--- src/rtl/risc_pkg.sv ---
// Shared opcode, state and width definitions for the
// RISC CPU control path.
package risc_pkg;

  localparam int OP_W   = 3;
  localparam int ST_W   = 3;
  localparam int ADDR_W = 13;

  localparam logic [OP_W-1:0] OP_HLT  = 3'b000;
  localparam logic [OP_W-1:0] OP_SKZ  = 3'b001;
  localparam logic [OP_W-1:0] OP_ADD  = 3'b010;
  localparam logic [OP_W-1:0] OP_ANDD = 3'b011;
  localparam logic [OP_W-1:0] OP_XORR = 3'b100;
  localparam logic [OP_W-1:0] OP_LDA  = 3'b101;
  localparam logic [OP_W-1:0] OP_STO  = 3'b110;
  localparam logic [OP_W-1:0] OP_JMP  = 3'b111;

  typedef enum logic [ST_W-1:0] {
    S0 = 3'd0,
    S1 = 3'd1,
    S2 = 3'd2,
    S3 = 3'd3,
    S4 = 3'd4,
    S5 = 3'd5,
    S6 = 3'd6,
    S7 = 3'd7
  } state_t;

endpackage

--- src/rtl/machine_ctrl_op_class_dec.sv ---
// Opcode classifier: groups the eight opcodes into the
// behaviour classes the sequencer acts on.
module op_class_dec
  import risc_pkg::*;
(
  input  logic [OP_W-1:0] i_opcode,
  output logic            o_is_alu,
  output logic            o_is_sto,
  output logic            o_is_jmp,
  output logic            o_is_skz,
  output logic            o_is_hlt
);

  always_comb begin
    o_is_alu = 1'b0;
    o_is_sto = 1'b0;
    o_is_jmp = 1'b0;
    o_is_skz = 1'b0;
    o_is_hlt = 1'b0;
    unique case (1'b1)
      i_opcode == OP_HLT:  o_is_hlt = 1'b1;
      i_opcode == OP_SKZ:  o_is_skz = 1'b1;
      i_opcode == OP_ADD,
      i_opcode == OP_ANDD,
      i_opcode == OP_XORR,
      i_opcode == OP_LDA:  o_is_alu = 1'b1;
      i_opcode == OP_STO:  o_is_sto = 1'b1;
      i_opcode == OP_JMP:  o_is_jmp = 1'b1;
      default: ;
    endcase
  end

endmodule

--- src/rtl/machine_ctrl.sv ---
// Instruction-sequencing FSM: 8-cycle fetch/execute frame
// per two-byte instruction.
module machine_ctrl
  import risc_pkg::*;
#(
  parameter int OP_W = 3,
  parameter int ST_W = 3
) (
  input  logic            clk_ctrl,
  input  logic            reset,
  input  logic            ena,
  input  logic [OP_W-1:0] opcode,
  input  logic            zero,
  output logic            load_ir,
  output logic            inc_pc,
  output logic            load_pc,
  output logic            load_acc,
  output logic            rd,
  output logic            wr,
  output logic            datactl_ena,
  output logic            halt
);

  logic [ST_W-1:0] r_state;
  state_t          w_state;
  state_t          w_next;
  logic            w_alu;
  logic            w_sto;
  logic            w_jmp;
  logic            w_skz;
  logic            w_hlt;

  op_class_dec u_dec (
    .i_opcode (opcode),
    .o_is_alu (w_alu),
    .o_is_sto (w_sto),
    .o_is_jmp (w_jmp),
    .o_is_skz (w_skz),
    .o_is_hlt (w_hlt)
  );

  assign w_state = state_t'(r_state);

  always_ff @(posedge clk_ctrl) begin
    if (reset) r_state <= S0;
    else       r_state <= w_next;
  end

  // Reset and ena=0 both park in S0 with every strobe low.
  always_comb begin
    w_next      = S0;
    load_ir     = 1'b0;
    inc_pc      = 1'b0;
    load_pc     = 1'b0;
    load_acc    = 1'b0;
    rd          = 1'b0;
    wr          = 1'b0;
    datactl_ena = 1'b0;
    halt        = 1'b0;
    if (!reset && ena) begin
      case (w_state)
        S0: begin
          w_next  = S1;
          load_ir = 1'b1;
          rd      = 1'b1;
          inc_pc  = 1'b1;
        end
        S1: begin
          w_next  = S2;
          load_ir = 1'b1;
          rd      = 1'b1;
          inc_pc  = 1'b1;
        end
        S2: w_next = S3;
        S3: begin
          w_next = w_hlt ? S3 : S4;
          halt   = w_hlt;
        end
        S4: begin
          w_next      = S5;
          rd          = w_alu;
          datactl_ena = w_sto;
          load_pc     = w_jmp;
          inc_pc      = w_skz & zero;
        end
        S5: begin
          w_next      = S6;
          rd          = w_alu;
          load_acc    = w_alu;
          wr          = w_sto;
          datactl_ena = w_sto;
        end
        S6: begin
          w_next      = S7;
          datactl_ena = w_sto;
          inc_pc      = w_skz & zero;
        end
        S7: w_next = S0;
        default: w_next = S0;
      endcase
    end
  end

endmodule

--- config.mk ---
export PLATFORM = sky130hd
export DESIGN_NAME = machine_ctrl
export DESIGN_NICKNAME = d
export VERILOG_FILES = /design/src/rtl/risc_pkg.sv /design/src/rtl/machine_ctrl_op_class_dec.sv /design/src/rtl/machine_ctrl.sv
export SDC_FILE = /design/constraint.sdc
export NUM_CORES = 1
export LEC_CHECK = 0
export BUFFER_PORTS_ARGS = -buffer_cell sky130_fd_sc_hd__buf_4
export CORE_AREA = 5 5 42 44
export CTS_BUF_LIST = sky130_fd_sc_hd__clkbuf_4
export CTS_CLUSTER_SIZE = 40
export DETAILED_ROUTE_END_ITERATION = 10
export DIE_AREA = 0 0 47 49
export GPL_TIMING_DRIVEN = 0
export MAX_ROUTING_LAYER = met4
export PLACE_DENSITY = 0.39
export SYNTH_ARGS = -nofsm -noshare
export SYNTH_HDL_FRONTEND = slang
export SYNTH_SLANG_ARGS = --single-unit
--- constraint.sdc ---
create_clock -name clk_ctrl -period 0.95 [get_ports clk_ctrl]
set_input_delay 0.0475 -clock clk_ctrl [delete_from_list [all_inputs] [get_ports clk_ctrl]]
set_output_delay 0.0475 -clock clk_ctrl [all_outputs]
set_load 0.05 [all_outputs]
After elaboration in Yosys (flattened, before gate mapping)
Cells that the tools add are included.
Widths: inputs -> output; s select.

cells by class
  mux-type cells = 23
  reduce and logical (&&, ||, !) cells = 10
  equality and inequality tests = 14
  bitwise logic cells = 2

operators with widths
  kind                count
  $eq 3x3->1 const B  8
  $pmux 3 s8          1
  $mux 1              19
  $eq 3x2->1 const B  4
  $reduce_or 2->1     4
  $eq 3x1->1 const B  2
  $logic_not 3->1     2
  $pmux 1 s2          2
  $reduce_or 4->1     1
  $mux 3              1
  $reduce_or 3->1     1
  $and 1x1->1         1
  $logic_and 1x1->1   1
  $logic_not 1->1     1
  $not 1->1           1

storage, ports and cells
  logic and storage cells = 50
  bits in registers = 3
  bits of input ports = 7
  output and inout bits = 8

Longest topological paths before layout
  depth after elaboration = 5
  gate-level depth with buffers = 4
  mapped depth without buffers = 3

By module
From an unflattened synthesis, not the netlist that was laid out.

unflattened totals
  cell total of the unflattened synthesis = 33
  area total of the unflattened synthesis = 282.8 um^2

by module, submodules not included
  module        sequential area each (um^2)  times used  cells each  area an instance (um^2)
  machine_ctrl  60.1                         1           28          244.0
  op_class_dec  0.0                          1           5           38.8

Least setup slack after synthesis
Ideal clock, no wire load.

  path kind = reg-to-output
  start point = register r_state[2]
  end point = output port datactl_ena
  path buffers = 1
  arrival = 2.160 ns
  required time = 0.902 ns
  stages on the path, launching flop included = 4
  path slack = -1.258 ns
  cell sequence = dfxtp_1 -> buf_6 -> nand3_1 -> nor4b_1

on the way
  word-level cells in the longest chain between the ends = 4
  elaborated cells between the ends (all ways) = 6
  classes of those cells = eq/ne (3); mux (2); reduce/logical (1)

ends and longest elaborated chain
  what                         line                source
  start, declared              machine_ctrl.sv:24  logic [ST_W-1:0] r_state;
  start signal, assigned       machine_ctrl.sv:46  else r_state <= w_next;
  $eq 3x3->1                   machine_ctrl.sv:61  case (w_state)
  $reduce_or 3->1 (no line) *  n/a
  $mux 1 *                     machine_ctrl.sv:61
  $mux 1 *                     machine_ctrl.sv:60  if (!reset && ena) begin
  end, declared                machine_ctrl.sv:20  output logic datactl_ena,

Mark *: on every way between the ends. The rest lies on a longest branch, timed or not.

Worst setup path after layout
  start point = register r_state[2]
  end point = output port halt

on the way
  word-level cells in the longest chain between the ends = 3

ends and longest elaborated chain
  what           line                source
  $eq 3x2->1     machine_ctrl.sv:61
  $mux 1         machine_ctrl.sv:61
  $mux 1         machine_ctrl.sv:60
  end, declared  machine_ctrl.sv:21  output logic halt

No other way between the ends.

==> impl_metrics.json <==
{
  "rr_endpoint": "r_state[0]$_SDFF_PP0_",
  "finalCritPeriodShare": 1.33,
  "synthFlopType": "dfxtp_1",
  "track_usage": 0.0836,
  "globalRouteOverflowTotal": 0,
  "antenna_left": 0,
  "synth.largest_area_cell": "dfxtp_1",
  "setup_viol": 8,
  "cp_data_required_time_ns": 0.90,
  "synthArstFlopShare": 0,
  "cts_tree": "yes",
  "syn_inst": 31,
  "drtPass1Iterations": 3,
  "htreeDepth": 1,
  "largest_reg_flops": 3,
  "yosysWarnings": 0,
  "viasPerCell": 4.59,
  "port_buffers": 14,
  "power_leakage_nw": 0.228,
  "die_area_um2": 2300,
  "ctsLongestPathBuffers": 2,
  "drive_gt1_frac": 0.740,
  "cp_top_family": "flip-flops",
  "synth_area_um2": 241,
  "finClkSkew_ns": 0.00208,
  "hpwl_um": 584,
  "violations": "setup timing",
  "nets": 58,
  "max-cap-violations": 0,
  "fin_crit_ns": 1.27,
  "status": "complete, but fails checks",
  "synth-edff-count": 0,
  "endpoint": "halt",
  "drv_slew": 0,
  "yosys-top-cells-count": "6 x nor2_1, 4 x nor3_1, 3 x dfxtp_1",
  "fp-row-count": 14,
  "clkSinkCount": 3,
  "reg2reg_from": "r_state[2]$_SDFF_PP0_",
  "cp-end-kind": "output port",
  "seq_area_frac_synth": 0.249,
  "p_per_area_nw_per_um2": 961,
  "drcViolationCount": 0,
  "r2r_cells": 3,
  "grt_first_pass_wirelength_mm": 1.29,
  "cp_cell_sequence": "nor4_4, inv_1, nor3_4, buf_6",
  "finalHoldViolCount": 0,
  "core_um2": 1400,
  "reg.largest.list": "r_state x3",
  "hold_slack_ns": 0.174,
  "start_kind": "register",
  "synth_cell_types": 19,
  "max_slew_margin": 0.797,
  "die_w_um": 47,
  "io_pins": 15,
  "worstMarginPinSlew_ns": 0.304,
  "path_clk_slew_ns": 0.04,
  "syn_area_per_cell_um2": 7.79,
  "yosys.area.top_type_share": 0.249,
  "place.gp.congestion": 0.667,
  "path_max_fanout": 4,
  "grt_max_degree": 10,
  "grt_antenna_before_repair": 0,
  "path_buf_inv": 2,
  "fmax_mhz": 789,
  "routed_wirelength_um": 790,
  "top_register": "r_state",
  "drt_iter0_markers": 3,
  "clock_latency_ns": 0.23,
  "crit_arrival_ns": 1.22,
  "syn-num-nets": 38,
  "cts_root_buf": "clkbuf_4",
  "synth_seq_cells": 3,
  "crit_path_start": "r_state[2]$_SDFF_PP0_",
  "routedWlPerCell_um": 12.0,
  "critical_path_class": "reg -> out",
  "place_ws_ns": -0.294,
  "yosysMostFrequentCell": "nor2_1",
  "ys_top_cells_by_area": "dfxtp_1 25%, nor2_1 9.3%, nor4_4 8.8%",
  "syn2layout_area_growth_pct": 125,
  "start_util": 0.172,
  "ir_drop_mv": 0.450,
  "grt_pass1_vias": 290,
  "final_util": 0.388,
  "die_h_um": 49,
  "fin_ws_ns": -0.317,
  "vias": 303,
  "num_antenna_cells": 0,
  "cp_slowest_stage_delay_ns": 0.36,
  "r2r_setup_slack_ns": 0.09,
  "cp.depth": 4,
  "cts_buffers": 3,
  "rsz0062_at_grt": "yes",
  "cp_slowest_cell": "dfxtp_4",
  "hold_path_class": "in -> reg"
}
worst reg2reg max path: stages (launching register included):
cell and delay (ns):
dfxtp_4 0.36, nor4_4 0.21, nand2_1 0.09, a21oi_1 0.13
cell type report:
class                   instances  area, um^2
flip-flops and latches          3        71.3
well taps                      16        20.0
repair buffers                 16         158
plain buffers                   1        5.00
multi-input cells              25         256
fillers                       159         857
clock buffers                   4        30.0
inverters                       1        3.75
worst min path at each step:
stage	startpoint	slack (ns)	end	cells after the start
final	opcode[0]	0.17	r_state[0]$_SDFF_PP0_	4
after global routing	opcode[0]	0.18	r_state[0]$_SDFF_PP0_	4
after CTS	opcode[0]	0.15	r_state[0]$_SDFF_PP0_	4
after detailed placement	opcode[2]	0.42	r_state[0]$_SDFF_PP0_	4
after global placement	opcode[1]	0.41	r_state[0]$_SDFF_PP0_	4
after floorplan	opcode[0]	0.16	datactl_ena	1
power by group:
part | leakage (nW) | internal [W] | total [W] | switching [W]
Combinational | 0.182 | 0.0000592 | 0.000135 | 0.0000760
Sequential | 0.0267 | 0.000125 | 0.000135 | 0.00000991
Clock | 0.0184 | 0.000186 | 0.000252 | 0.0000666
Total | 0.228 | 0.000370 | 0.000523 | 0.000152
placed cells by master (no fill, tap or decap):
cell | synthesis | final
a211oi_2 | 0 | 1
a21oi_1 | 1 | 1
a31oi_1 | 1 | 1
and3_4 | 0 | 1
and4b_1 | 1 | 1
buf_4 | 0 | 7
buf_6 | 1 | 8
buf_8 | 0 | 1
clkbuf_2 | 0 | 1
clkbuf_4 | 0 | 4
dfxtp_4 | 0 | 3
inv_1 | 1 | 1
nand2_1 | 2 | 1
nand2_2 | 0 | 1
nand2b_1 | 1 | 1
nand3_4 | 0 | 1
nor2_1 | 6 | 3
nor2_2 | 0 | 3
nor3_1 | 4 | 2
nor3_2 | 0 | 1
nor3_4 | 0 | 1
nor4_4 | 1 | 1
nor4b_4 | 0 | 2
nor4bb_4 | 0 | 1
xnor2_1 | 1 | 1
xor2_1 | 1 | 1
repair_timing:
item	in CTS	in global routing
hold buffers	0	0
endpoints found under the hold margin	0	0
setup endpoints to repair	11	11
gates resized for setup	13	7
cloned	0	0
pin swaps	3	4
setup buffers	1	1
per-stage QoR:
step / instances / area, um^2 / TNS, ns / power (W)
2_1_floorplan: 31 / 315 / -1.69 / 0.000209
6_report: 66 / 544 / -2.05 / 0.000523
5_1_grt: 66 / 544 / -2.56 / 0.000564
4_1_cts: 65 / 510 / -2.45 / 0.000532
3_5_place_dp: 61 / 440 / -1.63 / 0.000261
3_3_place_gp: 61 / 440 / -1.46 / 0.000259
cells by family (layout without fill, tap and decap cells):
family / Yosys count / count (layout) / share of synthesized area
AND/OR/NAND/NOR: 20 / 20 / 0.523
flip-flops: 3 / 3 / 0.249
XOR/XNOR: 2 / 2 / 0.0726
buffers and inverters: 3 / 22 / 0.0777
AO/OA/AOI/OAI: 3 / 3 / 0.0777
routing by layer:
metal  share of wire  track usage  vias up
met2            0.47        0.104       12
met4           0.018       0.0691        0
li1                -            -      151
met5               0            -        -
met3           0.063       0.0332        2
met1            0.45        0.100      138
Power figures use the tool's default switching activity.
